**config.mk**
```make
export PLATFORM = sky130hd
export DESIGN_NAME = turkey_tally_flat
export DESIGN_NICKNAME = d
export VERILOG_FILES = /design/src/rtl/turkey_pkg.sv /design/src/rtl/turkey_tally_if.sv /design/src/rtl/turkey_idle_timer.sv /design/src/rtl/turkey_tally.sv /design/src/flat_wrapper.sv
export SDC_FILE = /design/constraint.sdc
export NUM_CORES = 1
export LEC_CHECK = 0
export CAP_MARGIN = 20
export CORE_MARGIN = 1.5
export CORE_UTILIZATION = 40
export CTS_BUF_LIST = sky130_fd_sc_hd__clkbuf_4
export DETAILED_ROUTE_END_ITERATION = 12
export SYNTH_ARGS = -nofsm -noshare
export SYNTH_HDL_FRONTEND = slang
export SYNTH_SLANG_ARGS = --single-unit
export TNS_END_PERCENT = 1
```
**constraint.sdc**
```tcl
create_clock -name clk -period 7.5 [get_ports clk]
set_input_delay 1.5 -clock clk [delete_from_list [all_inputs] [get_ports clk]]
set_output_delay 1.5 -clock clk [all_outputs]
set_load 0.1 [all_outputs]
```
**src/rtl/turkey_pkg.sv**
```systemverilog
`default_nettype none
// ============================================================================
// Module      : turkey_pkg
// Description : Shared constants, BCD digit type and BCD step helpers for the
//               turkey crossing tally.
// Revision    : 1.0 - initial release
// ============================================================================
package turkey_pkg;

  localparam int DEF_MAX_COUNT  = 99;
  localparam int DEF_IDLE_LIMIT = 4;
  localparam int BCD_W          = 4;
  localparam int MAG_W          = 7;
  localparam int SECS_W         = 4;

  typedef struct packed {
    logic [BCD_W-1:0] tens;
    logic [BCD_W-1:0] ones;
  } bcd_t;

  // Two-digit BCD +1 with ones-to-tens carry.
  function automatic bcd_t bcd_inc(input bcd_t d);
    bcd_t r;
    r = d;
    if (d.ones == 4'd9) begin
      r.ones = 4'd0;
      r.tens = d.tens + 4'd1;
    end else begin
      r.ones = d.ones + 4'd1;
    end
    return r;
  endfunction

  // Two-digit BCD -1 with borrow from tens.
  function automatic bcd_t bcd_dec(input bcd_t d);
    bcd_t r;
    r = d;
    if (d.ones == 4'd0) begin
      r.ones = 4'd9;
      r.tens = d.tens - 4'd1;
    end else begin
      r.ones = d.ones - 4'd1;
    end
    return r;
  endfunction

endpackage
`default_nettype wire

```
**src/rtl/turkey_tally_if.sv**
```systemverilog
`default_nettype none
// ============================================================================
// Module      : turkey_tally_if
// Description : Event inputs and tally/idle status outputs of turkey_tally.
// Revision    : 1.0 - initial release
// ============================================================================
interface turkey_tally_if;
  import turkey_pkg::*;

  logic              l_r_count;
  logic              r_l_count;
  logic              reset_timer;
  logic              qsec;
  logic              clr;
  logic              neg;
  logic [MAG_W-1:0]  mag;
  logic [BCD_W-1:0]  tens;
  logic [BCD_W-1:0]  ones;
  logic              sat;
  logic [SECS_W-1:0] idle_secs;
  logic              idle_flag;

  modport master (
    output l_r_count, r_l_count, reset_timer, qsec, clr,
    input  neg, mag, tens, ones, sat, idle_secs, idle_flag
  );

  modport slave (
    input  l_r_count, r_l_count, reset_timer, qsec, clr,
    output neg, mag, tens, ones, sat, idle_secs, idle_flag
  );

endinterface
`default_nettype wire

```
**src/rtl/turkey_idle_timer.sv**
```systemverilog
`default_nettype none
// ============================================================================
// Module      : turkey_idle_timer
// Description : Counts quarter-second strobes into whole idle seconds
//               (saturating at 15) and flags when the idle limit is reached.
// Revision    : 1.0 - initial release
// ============================================================================
module turkey_idle_timer
  import turkey_pkg::*;
#(
  parameter int IDLE_LIMIT = DEF_IDLE_LIMIT
) (
  input  wire logic              clk,
  input  wire logic              rst_n,
  input  wire logic              reset_timer,
  input  wire logic              qsec,
  output logic [SECS_W-1:0]      idle_secs,
  output logic                   idle_flag
);

  localparam logic [SECS_W-1:0] LIMIT    = SECS_W'(IDLE_LIMIT);
  localparam logic [SECS_W-1:0] SECS_MAX = '1;

  logic [1:0]        quarter;
  logic [SECS_W-1:0] secs;

  // Quarter counter and seconds; reset_timer wins over a coincident strobe.
  always_ff @(posedge clk or negedge rst_n) begin
    if (!rst_n) begin
      quarter <= 2'd0;
      secs    <= '0;
    end else if (reset_timer) begin
      quarter <= 2'd0;
      secs    <= '0;
    end else if (qsec) begin
      quarter <= quarter + 2'd1;
      if (quarter == 2'd3 && secs != SECS_MAX) begin
        secs <= secs + 1'b1;
      end
    end
  end

  assign idle_secs = secs;
  assign idle_flag = (secs >= LIMIT);

endmodule
`default_nettype wire

```
**src/rtl/turkey_tally.sv**
```systemverilog
`default_nettype none
// ============================================================================
// Module      : turkey_tally
// Description : Edge-detects turkey crossing events into a saturating signed
//               net tally kept in sign-magnitude plus incremental BCD, and
//               hosts the idle timer.
// Revision    : 1.0 - initial release
// ============================================================================
module turkey_tally
  import turkey_pkg::*;
#(
  parameter int MAX_COUNT  = DEF_MAX_COUNT,
  parameter int IDLE_LIMIT = DEF_IDLE_LIMIT
) (
  input  wire logic     clk,
  input  wire logic     rst_n,
  turkey_tally_if.slave bus
);

  localparam logic [MAG_W-1:0] MAX_MAG = MAG_W'(MAX_COUNT);

  logic             lr_prev;
  logic             rl_prev;
  logic             inc;
  logic             dec;
  logic             neg_q;
  logic             neg_next;
  logic [MAG_W-1:0] mag_q;
  bcd_t             digits_q;
  logic             up;
  logic             down;
  logic [SECS_W-1:0] idle_secs;
  logic             idle_flag;

  // Previous samples of the event inputs; these keep sampling during clr.
  always_ff @(posedge clk or negedge rst_n) begin
    if (!rst_n) begin
      lr_prev <= 1'b0;
      rl_prev <= 1'b0;
    end else begin
      lr_prev <= bus.l_r_count;
      rl_prev <= bus.r_l_count;
    end
  end

  assign inc = bus.l_r_count & ~lr_prev;
  assign dec = bus.r_l_count & ~rl_prev;

  // Reduce the event pair to a magnitude step direction and the next sign.
  always_comb begin
    up       = 1'b0;
    down     = 1'b0;
    neg_next = neg_q;
    if (inc && !dec) begin
      if (neg_q) begin
        down = 1'b1;
        if (mag_q == MAG_W'(1)) neg_next = 1'b0;
      end else begin
        up = 1'b1;
      end
    end else if (dec && !inc) begin
      if (neg_q) begin
        up = 1'b1;
      end else if (mag_q == '0) begin
        up       = 1'b1;
        neg_next = 1'b1;
      end else begin
        down = 1'b1;
      end
    end
    // Growth past the limit is dropped; steps toward zero always apply.
    if (mag_q == MAX_MAG) up = 1'b0;
  end

  // Tally state: magnitude and BCD digits move together, one step per edge.
  always_ff @(posedge clk or negedge rst_n) begin
    if (!rst_n) begin
      neg_q    <= 1'b0;
      mag_q    <= '0;
      digits_q <= '0;
    end else if (bus.clr) begin
      neg_q    <= 1'b0;
      mag_q    <= '0;
      digits_q <= '0;
    end else begin
      neg_q <= neg_next;
      if (up) begin
        mag_q    <= mag_q + 1'b1;
        digits_q <= bcd_inc(digits_q);
      end else if (down) begin
        mag_q    <= mag_q - 1'b1;
        digits_q <= bcd_dec(digits_q);
      end
    end
  end

  turkey_idle_timer #(
    .IDLE_LIMIT (IDLE_LIMIT)
  ) u_idle_timer (
    .clk         (clk),
    .rst_n       (rst_n),
    .reset_timer (bus.reset_timer),
    .qsec        (bus.qsec),
    .idle_secs   (idle_secs),
    .idle_flag   (idle_flag)
  );

  assign bus.neg       = neg_q;
  assign bus.mag       = mag_q;
  assign bus.tens      = digits_q.tens;
  assign bus.ones      = digits_q.ones;
  assign bus.sat       = (mag_q == MAX_MAG);
  assign bus.idle_secs = idle_secs;
  assign bus.idle_flag = idle_flag;

endmodule
`default_nettype wire

```
**src/flat_wrapper.sv**
```systemverilog
// flat-port wrapper written by rule: the top's interface ports become plain ports
module turkey_tally_flat import turkey_pkg::*;
#(
  parameter int MAX_COUNT  = DEF_MAX_COUNT,
  parameter int IDLE_LIMIT = DEF_IDLE_LIMIT
)
  (clk, rst_n, bus_l_r_count, bus_r_l_count, bus_reset_timer, bus_qsec, bus_clr, bus_neg, bus_mag, bus_tens, bus_ones, bus_sat, bus_idle_secs, bus_idle_flag);
  turkey_tally_if bus_i ();
  input  wire logic clk;
  input  wire logic rst_n;
  input wire logic [$bits(bus_i.l_r_count)-1:0] bus_l_r_count;
  input wire logic [$bits(bus_i.r_l_count)-1:0] bus_r_l_count;
  input wire logic [$bits(bus_i.reset_timer)-1:0] bus_reset_timer;
  input wire logic [$bits(bus_i.qsec)-1:0] bus_qsec;
  input wire logic [$bits(bus_i.clr)-1:0] bus_clr;
  output wire logic [$bits(bus_i.neg)-1:0] bus_neg;
  output wire logic [$bits(bus_i.mag)-1:0] bus_mag;
  output wire logic [$bits(bus_i.tens)-1:0] bus_tens;
  output wire logic [$bits(bus_i.ones)-1:0] bus_ones;
  output wire logic [$bits(bus_i.sat)-1:0] bus_sat;
  output wire logic [$bits(bus_i.idle_secs)-1:0] bus_idle_secs;
  output wire logic [$bits(bus_i.idle_flag)-1:0] bus_idle_flag;
  assign bus_i.l_r_count = bus_l_r_count;
  assign bus_i.r_l_count = bus_r_l_count;
  assign bus_i.reset_timer = bus_reset_timer;
  assign bus_i.qsec = bus_qsec;
  assign bus_i.clr = bus_clr;
  assign bus_neg = bus_i.neg;
  assign bus_mag = bus_i.mag;
  assign bus_tens = bus_i.tens;
  assign bus_ones = bus_i.ones;
  assign bus_sat = bus_i.sat;
  assign bus_idle_secs = bus_i.idle_secs;
  assign bus_idle_flag = bus_i.idle_flag;
  turkey_tally #(.MAX_COUNT(MAX_COUNT), .IDLE_LIMIT(IDLE_LIMIT)) u_core (.clk(clk), .rst_n(rst_n), .bus(bus_i));
endmodule
```
==> results.py <==
metrics = {
    "die": {
        "coreArea_sq_um": 3771,
        "core.rowCount": 22,
        "fp.dieW_um": 66.43,
        "start_util_pct": 42.67,
        "io_pins": 29,
        "die-area_sq_um": 4412,
        "die-height_um": 66.43,
    },
    "global_routing": {
        "grt_max_degree": 25,
        "grt_first_pass_wirelength_mm": 6.410,
        "antenna_found_initial": 0,
        "grt_pass1_vias": 1347,
        "grt_usage_pct": 19.06,
        "grt-ovfl-total": 0,
    },
    "logic_synthesis": {
        "synthCells": 174,
        "syn-num-nets": 191,
        "netlist_top_cells_area": "dfrtp_1, ha_1, nor2_1",
        "netlist_area_sq_um": 1609,
        "ys.flop_type": "dfrtp_1",
        "synth_most_common_cell": "dfrtp_1",
        "synth_area_leader_cell": "dfrtp_1",
        "yosys.area.top_type_share_pct": 37.33,
        "async_reset_ff_share_pct": 100.0,
        "yosysWarnings": 0,
        "synth_cell_type_count": 49,
        "synth-edff-count": 0,
        "ys_top_cells_by_count": "dfrtp_1, nor2_1, nand2_1",
        "syn_area_per_cell_sq_um": 9.247,
        "yosysSeqAreaShare_pct": 37.33,
        "synth_seq_cells": 24,
    },
    "sta": {
        "tns_ps": 0,
        "setup_viol": 0,
        "whs_ps": 556.1,
        "rsz0062_at_grt": "no",
        "slew_headroom_pct": 34.73,
        "finalCritPeriodShare_pct": 58.29,
        "worst_pin_slew_ps": 975.9,
        "setup_ws_ps": 3129,
        "finalCriticalPeriod_ps": 4371,
        "fin_skew_ps": 4.206,
        "fmax_mhz": 228.8,
        "finalHoldViolCount": 0,
        "timing.final.max_slew_violations": 0,
    },
    "routing": {
        "met1_length_mm": 1.799,
        "vias": 1416,
        "drt_iter0_drc": 85,
        "highest_layer": "met4",
        "route.detailed.drc": 0,
        "ant_nets": 0,
        "via_per_inst": 5.710,
        "drt_wl_total_mm": 3.852,
        "met3_length_um": 126,
        "dr.pass1.iters": 4,
        "wl_met2_mm": 1.884,
        "wl_per_cell_um": 15.53,
    },
    "placed_design": {
        "placed_cell_area_sq_um": 1913,
        "dp_hpwl_mm": 2.799,
        "pre_cts_ws_ps": 2785,
        "globalplace.congestion": 0.8191,
        "port_buffers": 28,
    },
    "run": {
        "drv_cap": 0,
    },
    "worst_setup_path": {
        "cp_data_required_time_ps": 7770,
        "critPathLaunch": "bus_r_l_count",
        "criticalPathCategory": "in2reg",
        "slowest_delay_ps": 510,
        "worstPathArrival_ps": 4640,
        "path_buf_inv": 2,
        "startpoint_type": "input port",
        "cp-end-kind": "flop",
        "r2r-start": "u_core.bus.mag[0]",
        "path_delay_family": "simple AND/OR/NAND/NOR gates",
        "crit_path_top_delay_cell": "a31oi_4",
        "path_cells": "clkdlybuf4s50_1, nor2b_1, nand3_1, a31oi_4, inv_2, ha_1, a31oi_1, nor3_1, or4b_1, nand3_1",
        "cp_common_cell": "nand3_1",
        "crit_fanout": 14,
        "r2r_slack_ps": 4090,
    },
    "cells_and_area": {
        "multi_input_area_sq_um": 923.4,
        "final_layout_size_suffix_gt1_share_pct": 8.000,
        "fillers": 349,
        "regArea_sq_um": 600.6,
        "nets": 218,
        "final_area_sq_um": 1981,
        "antenna_cells": 0,
        "areaGrowthSynthToFinish_pct": 23.09,
    },
    "power": {
        "p_comb_share_pct": 62.9,
        "ir_drop_v": 0.0001824,
        "p_per_area_nw_per_um2": 437.3,
        "switching_power_uw": 491.7,
        "clockPowerShare_pct": 11.3,
        "p_leak_uw": 0.0008244,
        "internal_power_uw": 374.4,
        "pwr-share-seq_pct": 25.9,
        "power.share.switching_pct": 56.77,
    },
    "cts": {
        "cts-hold-fix-buffers": 0,
        "clk_pin_slew_worst_paths_ps": 140,
        "ctsLongestPathBuffers": 2,
        "cts.sinks": 24,
        "numCtsBuffers": 3,
        "post-cts-setup-buffer-count": 0,
        "cts_root_buf": "clkbuf_4",
        "h-tree-depth": 1,
        "cts_tree": "done",
        "clk_latency_ps": 320,
        "post_cts_resized": 0,
    },
    "hold_path": {
        "worstHoldStart": "u_core.bus.tens[2]",
        "worstHoldPathType": "reg2reg",
    },
    "outcome": {
        "status": "finished, final reports clean",
    },
}
[area by class of cell]
class	instances	area share (%)
Timing Repair Buffer	30	15.29
Clock buffer	3	1.137
Tap cell	48	3.032
Multi-Input combinational cell	131	46.62
Inverter	11	2.085
Sequential cell	24	30.32
Clock inverter	1	1.516
[cells by family (layout without fill, tap and decap cells)]
group / after synthesis / in the layout / share of synthesized area, %
buffers and inverters: 19 / 45 / 5.288
AND/OR/NAND/NOR: 65 / 65 / 21.62
multiplexers: 7 / 7 / 4.510
adder cells (fa/ha/maj): 10 / 10 / 7.776
XOR/XNOR: 11 / 11 / 5.987
AO/OA/AOI/OAI: 38 / 38 / 17.50
flip-flops: 24 / 24 / 37.33
[layout by cell type, fill, tap and decap left out, types with 4 or more instances in the layout]
| cell type | count |
|---|---|
| ha_1 | 10 |
| nand3_1 | 8 |
| nor2_1 | 17 |
| mux2i_1 | 5 |
| dfrtp_1 | 24 |
| clkdlybuf4s50_1 | 28 |
| a21oi_1 | 4 |
| nand2_1 | 11 |
| inv_1 | 10 |
| nor3_1 | 4 |
| nand4_1 | 6 |
| xnor2_1 | 6 |
| o21ai_0 | 10 |
| xor2_1 | 5 |
| a31oi_1 | 6 |
[power by group through the flow]
stage	logic [uW]	clock network (uW)	registers (uW)
global route	578	105	232
finish	545	97.6	224
detailed placement	542	0	226
CTS	544	101	223
global placement	536	0	225
floorplan	206	0	439
[flip-flops by register name (all words and copies together) (netlist names)]
signal                         flops
u_core.bus.mag                     7
u_core.bus.ones                    4
u_core.bus.tens                    4
u_core.u_idle_timer.idle_secs      4
u_core.u_idle_timer.quarter        2
u_core.bus.neg                     1
u_core.lr_prev                     1
u_core.rl_prev                     1
[path summary, 6_finish.rpt]
kind | end | depth (start not counted)
max | u_core.bus.tens[3] | 10
min | u_core.bus.tens[2] | 1
max reg2reg | u_core.bus.tens[3] | 11
min reg2reg | u_core.bus.tens[2] | 1
max in group asynchronous | u_core.bus.tens[2] | 2
min in group asynchronous | u_core.bus.neg | 1
[routing by layer]
metal  global-route usage [%]  vias to the layer above
li1                         -                      685
met1                    25.19                      691
met2                    31.00                       34
met3                    2.215                        6
met4                    8.673                        0
met5                        0                        -
[worst reg2reg max path, delay by kind of cell (launching register included)]
kind,cells,cell delay [ps]
and+or+nand+nor,5,1280
AOI/OAI and AO/OA,2,630
adders and majority gates,2,580
DFF,1,510
buffers and inverters,2,340
[through the flow]
stage / std cells / power (uW) / utilization (%)
finish: 248 / 866.1 / 52.52
global route: 248 / 915.1 / 52.52
CTS: 247 / 868.7 / 52.12
detailed placement: 243 / 768.2 / 50.73
global placement: 243 / 761.4 / 50.73
floorplan: 174 / 645.1 / -
(Power assumes the default switching activity.)
